## config.mk

```make
export PLATFORM = sky130hd
export DESIGN_NAME = simple_8bit_cpu
export DESIGN_NICKNAME = d
export VERILOG_FILES = /design/src/rtl/simple_cpu_pkg.sv /design/src/rtl/cpu_regfile.sv /design/src/rtl/simple_8bit_cpu.sv
export SDC_FILE = /design/constraint.sdc
export NUM_CORES = 1
export LEC_CHECK = 0
export BUFFER_PORTS_ARGS = -buffer_cell sky130_fd_sc_hd__buf_2
export CAP_MARGIN = 20
export CORE_UTILIZATION = 45
export DETAILED_ROUTE_END_ITERATION = 7
export PLACE_DENSITY = 0.62
export SLEW_MARGIN = 20
export SYNTH_ARGS = -nofsm -noshare
export SYNTH_HDL_FRONTEND = slang
export SYNTH_SLANG_ARGS = --single-unit
export TNS_END_PERCENT = 1
```

## constraint.sdc

```tcl
create_clock -name clk -period 13.5 [get_ports clk]
set_clock_uncertainty 0.2 [all_clocks]
set_input_delay 2.7 -clock clk [delete_from_list [all_inputs] [get_ports clk]]
set_output_delay 2.7 -clock clk [all_outputs]
set_load 0.05 [all_outputs]
```

## src/rtl/simple_cpu_pkg.sv

```systemverilog
// Shared constants for simple_8bit_cpu: opcodes, instruction field positions and the fixed program ROM.
// Optional SIMPLE_CPU_ALU_ZFLAG_EN (used in the top) makes ALU writes also update zero_flag.
package simple_cpu_pkg;

  localparam int DATA_W = 8;
  localparam int PC_W   = 4;

  localparam logic [2:0] OP_MOV = 3'b000;
  localparam logic [2:0] OP_ADD = 3'b001;
  localparam logic [2:0] OP_MUL = 3'b010;
  localparam logic [2:0] OP_AND = 3'b011;
  localparam logic [2:0] OP_OR  = 3'b100;
  localparam logic [2:0] OP_XOR = 3'b101;
  localparam logic [2:0] OP_NOT = 3'b110;  // shared with CMP, split by src[2]
  localparam logic [2:0] OP_JMP = 3'b111;  // shared with JZ, split by dest[1]

  localparam int OP_MSB   = 7;
  localparam int OP_LSB   = 5;
  localparam int DEST_MSB = 4;
  localparam int DEST_LSB = 3;
  localparam int SRC_MSB  = 2;
  localparam int SRC_LSB  = 0;

  function automatic logic [DATA_W-1:0] rom_word(input logic [PC_W-1:0] addr);
    logic [DATA_W-1:0] word;
    case (addr)
      4'd0:    word = 8'h02;  // MOV R0,#2
      4'd1:    word = 8'h0B;  // MOV R1,#3
      4'd2:    word = 8'h10;  // MOV R2,#0
      4'd3:    word = 8'h19;  // MOV R3,#1
      4'd4:    word = 8'h30;  // ADD R2,R0
      4'd5:    word = 8'h51;  // MUL R2,R1
      4'd6:    word = 8'h61;  // AND R0,R1
      4'd7:    word = 8'h81;  // OR  R0,R1
      4'd8:    word = 8'hA8;  // XOR R1,R0
      4'd9:    word = 8'hD8;  // NOT R3
      4'd10:   word = 8'hCF;  // CMP R1,R3
      4'd11:   word = 8'hF3;  // JZ  3
      4'd12:   word = 8'h03;  // MOV R0,#3
      default: word = 8'hED;  // JMP 13 (halt loop)
    endcase
    return word;
  endfunction

endpackage

```

## src/rtl/cpu_regfile.sv

```systemverilog
// Four-entry register file: two combinational read ports, one synchronous write port,
// synchronous active-low clear that overrides any pending write.
module cpu_regfile
  import simple_cpu_pkg::*;
(
  input  logic              clk,
  input  logic              reset,
  input  logic              write_en,
  input  logic [1:0]        write_addr,
  input  logic [DATA_W-1:0] write_data,
  input  logic [1:0]        rd_addr,
  input  logic [1:0]        rs_addr,
  output logic [DATA_W-1:0] rd_data,
  output logic [DATA_W-1:0] rs_data
);

  logic [DATA_W-1:0] registers [0:3];

  genvar gi;
  generate
    for (gi = 0; gi < 4; gi++) begin : g_reg
      always_ff @(posedge clk) begin
        if (!reset)
          registers[gi] <= '0;
        else if (write_en && (write_addr == 2'(gi)))
          registers[gi] <= write_data;
      end
    end
  endgenerate

  assign rd_data = registers[rd_addr];
  assign rs_data = registers[rs_addr];

endmodule

```

## src/rtl/simple_8bit_cpu.sv

```systemverilog
// Single-cycle 8-bit CPU running a fixed 16-word program; CPI = 1.
// Define SIMPLE_CPU_ALU_ZFLAG_EN to have every register write also update zero_flag.
module simple_8bit_cpu
  import simple_cpu_pkg::*;
(
  input  logic            clk,
  input  logic            reset,
  output logic [PC_W-1:0] pc
);

  logic [DATA_W-1:0] instruction;
  logic [2:0]        opcode;
  logic [1:0]        dest;
  logic [2:0]        src;
  logic [DATA_W-1:0] rd_val;
  logic [DATA_W-1:0] rs_val;
  logic [2*DATA_W-1:0] product;
  logic              write_en;
  logic [DATA_W-1:0] write_data;
  logic              zero_flag;
  logic              zero_flag_next;
  logic [PC_W-1:0]   pc_next;
  logic [PC_W-1:0]   jump_target;

  assign instruction = rom_word(pc);
  assign opcode      = instruction[OP_MSB:OP_LSB];
  assign dest        = instruction[DEST_MSB:DEST_LSB];
  assign src         = instruction[SRC_MSB:SRC_LSB];
  assign jump_target = {dest[0], src};
  assign product     = rd_val * rs_val;

  cpu_regfile REGFILE (
    .clk        (clk),
    .reset      (reset),
    .write_en   (write_en),
    .write_addr (dest),
    .write_data (write_data),
    .rd_addr    (dest),
    .rs_addr    (src[1:0]),
    .rd_data    (rd_val),
    .rs_data    (rs_val)
  );

  always_comb begin
    write_en       = 1'b1;
    write_data     = '0;
    pc_next        = pc + 1'b1;
    zero_flag_next = zero_flag;
    case (opcode)
      OP_MOV: write_data = {5'b0, src};
      OP_ADD: write_data = rd_val + rs_val;
      OP_MUL: write_data = product[DATA_W-1:0];
      OP_AND: write_data = rd_val & rs_val;
      OP_OR:  write_data = rd_val | rs_val;
      OP_XOR: write_data = rd_val ^ rs_val;
      OP_NOT: begin
        if (src[2]) begin
          write_en       = 1'b0;
          zero_flag_next = (rd_val == rs_val);
        end else begin
          write_data = ~rd_val;
        end
      end
      default: begin
        write_en = 1'b0;
        // JZ reads the flag as it stands before this edge
        if (!dest[1] || zero_flag)
          pc_next = jump_target;
      end
    endcase
`ifdef SIMPLE_CPU_ALU_ZFLAG_EN
    if (write_en)
      zero_flag_next = (write_data == '0);
`endif
  end

  always_ff @(posedge clk) begin
    if (!reset) begin
      pc        <= '0;
      zero_flag <= 1'b0;
    end else begin
      pc        <= pc_next;
      zero_flag <= zero_flag_next;
    end
  end

endmodule

```

==> metrics.cfg, run 1 <==
[route]
wire_per_inst_um=17.6
drcViolationCount=0
drt_iter0_drc=156
num_vias=2975
postRouteAntennaNets=0
routed_via_density=5.73
routed_wl_um=9160
drt_first_pass_iters=4

[power]
power_density_nw_per_um2=120
internal-power_w=0.000298
switching_share=0.401
clkPwrFrac=0.173
p_seq_frac=0.354
vdd.ir_drop.worst_mv=0.0865
switching_power_w=0.000200
p_comb_frac=0.473
p_leak_nw=1.76

[placement]
hpwl_um=7090
dpl_worst_slack_ns=7.54
place_congestion=0.847
place_area_um2=4050
dp_cells=511
port_buffers=5

[cts]
clk_pin_slew_ns=0.08
h-tree-depth=2
root_buffer=clkbuf_8
postCtsSetupBuffers=0
cts_tree=yes
ctsHoldBuffers=0
cts.sinks=45
cts_max_path_buffers=2
cts_buffers=5
post_cts_resized=0
clock_latency_ns=0.30

[yosys]
synth.most_common_cell=nor2_1
ys_top_cells_by_area=edfxtp_1 24%, ha_1 12%, nor2_1 7.0%, dfxtp_1 6.6%, fa_1 6.6%
synth-edff-count=32
synth.top_cell.area_share=0.245
yosysSeqAreaShare=0.311
synth_ff_type=edfxtp_1
synth_compound_area_frac=0.109
synthMuxAreaShare=0.118
synthAdderAreaFrac=0.187
synth_cell_types=50
synth.avg_cell_area_um2=9.58
synthSimpleGateAreaFrac=0.145
netlist_area_um2=3930
synth-async-reset-ratio=0
synthesis.instances=410
synthTopCellsByCount=73 x nor2_1, 53 x inv_1, 38 x ha_1
synth_xor_area_frac=0.0596
synth_top_family_by_area=adder cells
mappedNetlistNets=463
synth-seq-cells=45
yosysWarningCount=0
yosys.area.top_type=edfxtp_1

[timing]
fin_ws_ns=7.53
period_share=0.442
hold_viol=0
finalCriticalPeriod_ns=5.97
tightest_slew_ns=0.907
rsz0062_at_grt=no
finalSetupViolCount=0
clock.fmax_ghz=0.168
max-slew-margin-rel=0.392
fin_tns_setup_ns=0
finalMaxSlewViolations=0

[floorplanning]
rows=33
core_um2=8340
die_w_um=95.4
die_h_um=95.4
ios=6
die_area_um2=9100
initial_core_util=0.471

[finish]
fin_nets=466
finalNonFillerCells=519
drive_gt1_frac=0.0942
n_fill_cell=793
multi_input_area_um2=2440
finish.utilization=0.497
final_area_um2=4140
num_antenna_cells=0
synthToLayoutAreaGrowth_pct=5.54
regArea_um2=1220

[flow_run]
drv_cap=0

[global_route]
grt_pass1_vias=2870
grt_usage=0.219
antenna_found_initial=0
grt_overflow_total=0
grt_pass1_wl_um=14600
grt_max_degree=28

[worst_setup_path]
crit_path_end_kind=flip-flop
cp.arrival_ns=5.90
required_ns=13.44
crit_fanout=14
setup.worst_path.class=reg -> reg
crit_path_start_kind=flip-flop

[worst_hold_path]
holdCritPathClass=reg -> reg

[outcome]
outcome=finished clean

==> cell type report <==
type	instances	share of cell area
flip-flops and latches	45	0.295
multi-input cells	298	0.588
inverters	53	0.0480
repair buffers	10	0.0151
well taps	105	0.0317
clock buffers	7	0.0208
clock inverters	1	0.00151
==> metrics by stage <==
stage | total power (W) | hold slack [ns]
after CTS | 0.000501 | 0.298
final | 0.000497 | 0.296
after floorplan | 0.000356 | 0.257
after detailed placement | 0.000415 | 0.287
after global routing | 0.000534 | 0.333
after global placement | 0.000411 | 0.278
==> placed cells by master (no fill, tap or decap), drive strengths merged <==
master / netlist / final
o2111ai: 3 / 3
and2: 1 / 1
o21ai: 13 / 13
inv: 53 / 54
nor2b: 3 / 3
o21a: 1 / 1
o211a: 1 / 1
o22ai: 5 / 5
a21boi: 1 / 1
buf: 5 / 10
a31oi: 3 / 3
mux2: 4 / 4
nand3: 7 / 7
xnor2: 14 / 14
edfxtp: 32 / 32
a21oi: 18 / 18
nor3: 5 / 5
a2111oi: 1 / 1
nor4: 2 / 2
o221ai: 4 / 4
or4: 4 / 4
a31o: 1 / 1
mux4: 16 / 16
clkbuf: 9 / 7
xnor3: 1 / 1
a22oi: 2 / 2
mux2i: 4 / 4
ha: 38 / 38
nor3b: 1 / 1
o211ai: 7 / 7
a21o: 4 / 4
a221oi: 1 / 1
fa: 13 / 13
nor4b: 1 / 1
xor2: 7 / 7
dfxtp: 13 / 13
o31ai: 1 / 1
nor2: 73 / 73
nand2: 35 / 35
nand2b: 3 / 3
==> logic make-up after synthesis <==
group,count (synthesis)
AOI/OAI and AO/OA,66
xor gates and xnor gates,22
adders and majority gates,51
buffers and inverters,67
DFF,45
muxes,24
and+or+nand+nor,135
==> layer usage <==
metal,wire [µm],global-route usage,part of all wire,vias up
met2,4410,0.365,0.48,88
met3,469,0.0247,0.051,13
li1,-,-,-,1438
met5,0,0,0,-
met1,4090,0.297,0.45,1436
met4,190,0.0734,0.021,0
==> sequential cells by signal (all words and copies together), names as in the netlist <==
name,flops
REGFILE.registers,32
instruction,8
pc,4
zero_flag,1
==> worst max-delay path: stages (launching register included) <==
cell and delay [ns]:
dfxtp_1 0.79, mux4_2 0.65, inv_1 0.20, nor2_1 0.09
fa_1 0.46, fa_1 0.49, ha_1 0.28, inv_1 0.05
fa_1 0.52, inv_1 0.04, ha_1 0.33, a21o_1 0.18
a21oi_1 0.29, xnor3_2 0.42, xnor2_2 0.21, or4_1 0.51
o211ai_2 0.08
==> power groups by stage <==
stage / Combinational (W) / Sequential, W / Clock (W)
2_1_floorplan: 0.000185 / 0.000171 / 0
3_3_place_gp: 0.000232 / 0.000179 / 0
3_5_place_dp: 0.000236 / 0.000180 / 0
4_1_cts: 0.000238 / 0.000176 / 0.0000870
5_1_grt: 0.000265 / 0.000178 / 0.0000913
6_report: 0.000235 / 0.000176 / 0.0000859
==> path summary, 6_finish.rpt <==
kind / startpoint / cells past startpoint / endpoint / slack [ns]
max: instruction[3] / 16 / REGFILE.registers[0][7] / 7.53
min: zero_flag / 2 / zero_flag / 0.30
min reg2reg: zero_flag / 2 / zero_flag / 0.30
max reg2reg: instruction[3] / 16 / REGFILE.registers[0][7] / 7.53
Note: power is estimated with default switching activity, not from simulation.
==> run 2: changes to the inputs <==
==> constraint.sdc (replaced) <==
create_clock -name clk -period 6.2 [get_ports clk]
set_clock_uncertainty 0.2 [all_clocks]
set_input_delay 1.24 -clock clk [delete_from_list [all_inputs] [get_ports clk]]
set_output_delay 1.24 -clock clk [all_outputs]
set_load 0.05 [all_outputs]
==> run 2 against run 1 <==
Net effect:
- cell count is 0.19% lower
- clock power grew to 2.5 times the previous value
- first-iteration DRC count is 11% higher
- total power is 120% higher
- maximum frequency is 2.4% higher
- worst setup slack worse by 7.2 ns
- non-clock buffer count is 1 lower
- via count is 1.0% lower
- sequential cell count stayed put
- register-to-register slack worse by 7.2 ns
- combinational power is 120% higher
- critical endpoint unchanged
==> metrics.cfg, run 2 (synthesized netlist as in run 1, its figures left out) <==
[outcome]
outcome=finished clean

[power]
clkPwrFrac=0.194  ; +0.021
switching_share=0.392  ; -0.00924
internal-power_w=0.000679  ; +130%
power.total_w=0.00112  ; +120%
p_seq_frac=0.345  ; -0.009
power_density_nw_per_um2=269  ; +120%
p_comb_frac=0.461  ; -0.012
vdd.ir_drop.worst_mv=0.185  ; +110%
switching_power_w=0.000438  ; +120%
p_leak_nw=1.76  ; about the same

[route]
drcViolationCount=0  ; unchanged
drt_iter0_drc=173  ; +11%
num_vias=2945  ; -1.0%
routed_wl_um=9330  ; +1.9%
routed_via_density=5.69  ; -0.82%
postRouteAntennaNets=0  ; unchanged
wire_per_inst_um=18.0  ; +2.1%
drt_first_pass_iters=5  ; +1

[worst_setup_path]
crit_path_end_kind=flip-flop
startpoint=instruction[0]
crit_path_start_kind=flip-flop
reg2reg_depth=15  ; -1
max_stage_delay_ns=0.70  ; -0.09 ns
crit_chain=mux4_1 -> ha_1 -> fa_1 -> fa_1 -> ha_1 -> inv_1 -> fa_1 -> inv_1 -> ha_1 -> a21o_1 -> a21oi_1 -> xnor3_2 -> xnor2_2 -> or4_1 -> o211ai_2
setup.worst_path.class=reg -> reg
cp_num_buf_inv=2  ; -1
timing.rr.start=instruction[0]
crit_fanout=10  ; -4
r2r_end=REGFILE.registers[0][7]
r2r_slack_ns=0.38  ; -7.16 ns
cp.arrival_ns=5.77  ; -0.13 ns
crit_slowest_cell=mux4_1
cpLargestDelayFamily=adder cells
required_ns=6.14  ; -7.30 ns

[placement]
hpwl_um=7200  ; +1.6%
port_buffers=5  ; unchanged
place_congestion=0.892  ; +5.3%

[cts]
post_cts_resized=0  ; unchanged
ctsHoldBuffers=0  ; unchanged
clk_pin_slew_ns=0.08  ; about the same
clock_latency_ns=0.30  ; about the same
cts.sinks=45  ; unchanged
cts_max_path_buffers=2  ; unchanged
h-tree-depth=2  ; unchanged
cts_buffers=5  ; unchanged
root_buffer=clkbuf_8
cts_tree=yes
postCtsSetupBuffers=0  ; unchanged

[timing]
hold_viol=0  ; unchanged
period_share=0.939  ; +0.498
fin_tns_setup_ns=0  ; unchanged
finalCriticalPeriod_ns=5.82  ; -0.141 ns
whs_ns=0.305  ; +0.00849 ns
rsz0062_at_grt=no
finalSetupViolCount=0  ; unchanged
clock.fmax_ghz=0.172  ; +2.4%
max-slew-margin-rel=0.344  ; -0.0478
tightest_slew_ns=0.982  ; +0.0757 ns
finalMaxSlewViolations=0  ; unchanged

[finish]
drive_gt1_frac=0.0896  ; -0.00461
finish.utilization=0.498  ; +0.000750
mostFrequentLayoutCell=nor2_1
largest_reg_flops=32  ; unchanged
fin_nets=465  ; -0.21%
mostFrequentLayoutCells=73 x nor2_1, 53 x inv_1, 38 x ha_1
synthToLayoutAreaGrowth_pct=5.70
n_fill_cell=800  ; +0.88%
num_antenna_cells=0  ; unchanged
regMostFlops=REGFILE.registers

[flow_run]
drv_cap=0  ; unchanged

[worst_hold_path]
min-delay-start=zero_flag
holdCritPathClass=reg -> reg
holdPathEnd=zero_flag
min_delay_path_depth=2  ; unchanged

[floorplanning]
ios=6  ; unchanged
die_area_um2=9100  ; unchanged
initial_core_util=0.471  ; unchanged
core_um2=8340  ; unchanged
die_h_um=95.4  ; unchanged
die_w_um=95.4  ; unchanged
rows=33  ; unchanged

[global_route]
antenna_found_initial=0  ; unchanged
grt_pass1_vias=2875  ; +0.17%
grt_max_degree=28  ; unchanged
grt_usage=0.224  ; +0.00479
grt_overflow_total=0  ; unchanged
grt_pass1_wl_um=15000  ; +2.8%

-- run 2: worst max path at each step --
stage | endpoint | cells past startpoint | slack, ns
after floorplan | REGFILE.registers[0][7] | 17 | 0.93
after global placement | REGFILE.registers[0][7] | 15 | 0.45
after detailed placement | REGFILE.registers[0][7] | 15 | 0.37
after CTS | REGFILE.registers[0][7] | 15 | 0.34
after global routing | REGFILE.registers[0][7] | 15 | 0.15
final | REGFILE.registers[0][7] | 15 | 0.38
-- run 2: area by class of cell --
class	count	area, µm²	area share
multi-input combinational	298	2440	0.587
clock buffer	6	72.6	0.0175
clock inverter	2	33.8	0.00814
inverter	53	199	0.0479
tap	105	131	0.0317
sequential	45	1220	0.294
timing repair buffer	9	55.1	0.0133
-- run 2: through the flow --
step	worst slack [ns]	std cells	area (µm²)
after floorplan	0.929	410	3930
after global placement	0.453	510	4040
after detailed placement	0.369	510	4040
after CTS	0.342	518	4150
after global routing	0.146	518	4150
final	0.375	518	4150
-- run 2: layer usage --
layer | track usage | wire length (µm) | vias to the layer above
met5 | 0 | 0 | -
met3 | 0.0207 | 453 | 17
met2 | 0.371 | 4390 | 75
met4 | 0.0672 | 172 | 0
met1 | 0.311 | 4320 | 1426
li1 | - | - | 1427
-- run 2: worst register-to-register path: cells and delay by family (launching register included) --
family	cells	cell delay [ns]
adders and majority gates	6	2.34
xor gates and xnor gates	2	0.62
buffers and inverters	2	0.09
muxes	1	0.70
AOI/OAI and AO/OA	3	0.51
and+or+nand+nor	1	0.51
DFF	1	0.69
-- run 2: power by group through the flow --
stage	Sequential [W]	Clock [W]	Combinational [W]
3_5_place_dp	0.000393	0	0.000512
2_1_floorplan	0.000373	0	0.000402
3_3_place_gp	0.000391	0	0.000505
6_report	0.000386	0.000216	0.000514
4_1_cts	0.000386	0.000219	0.000515
5_1_grt	0.000391	0.000228	0.000577
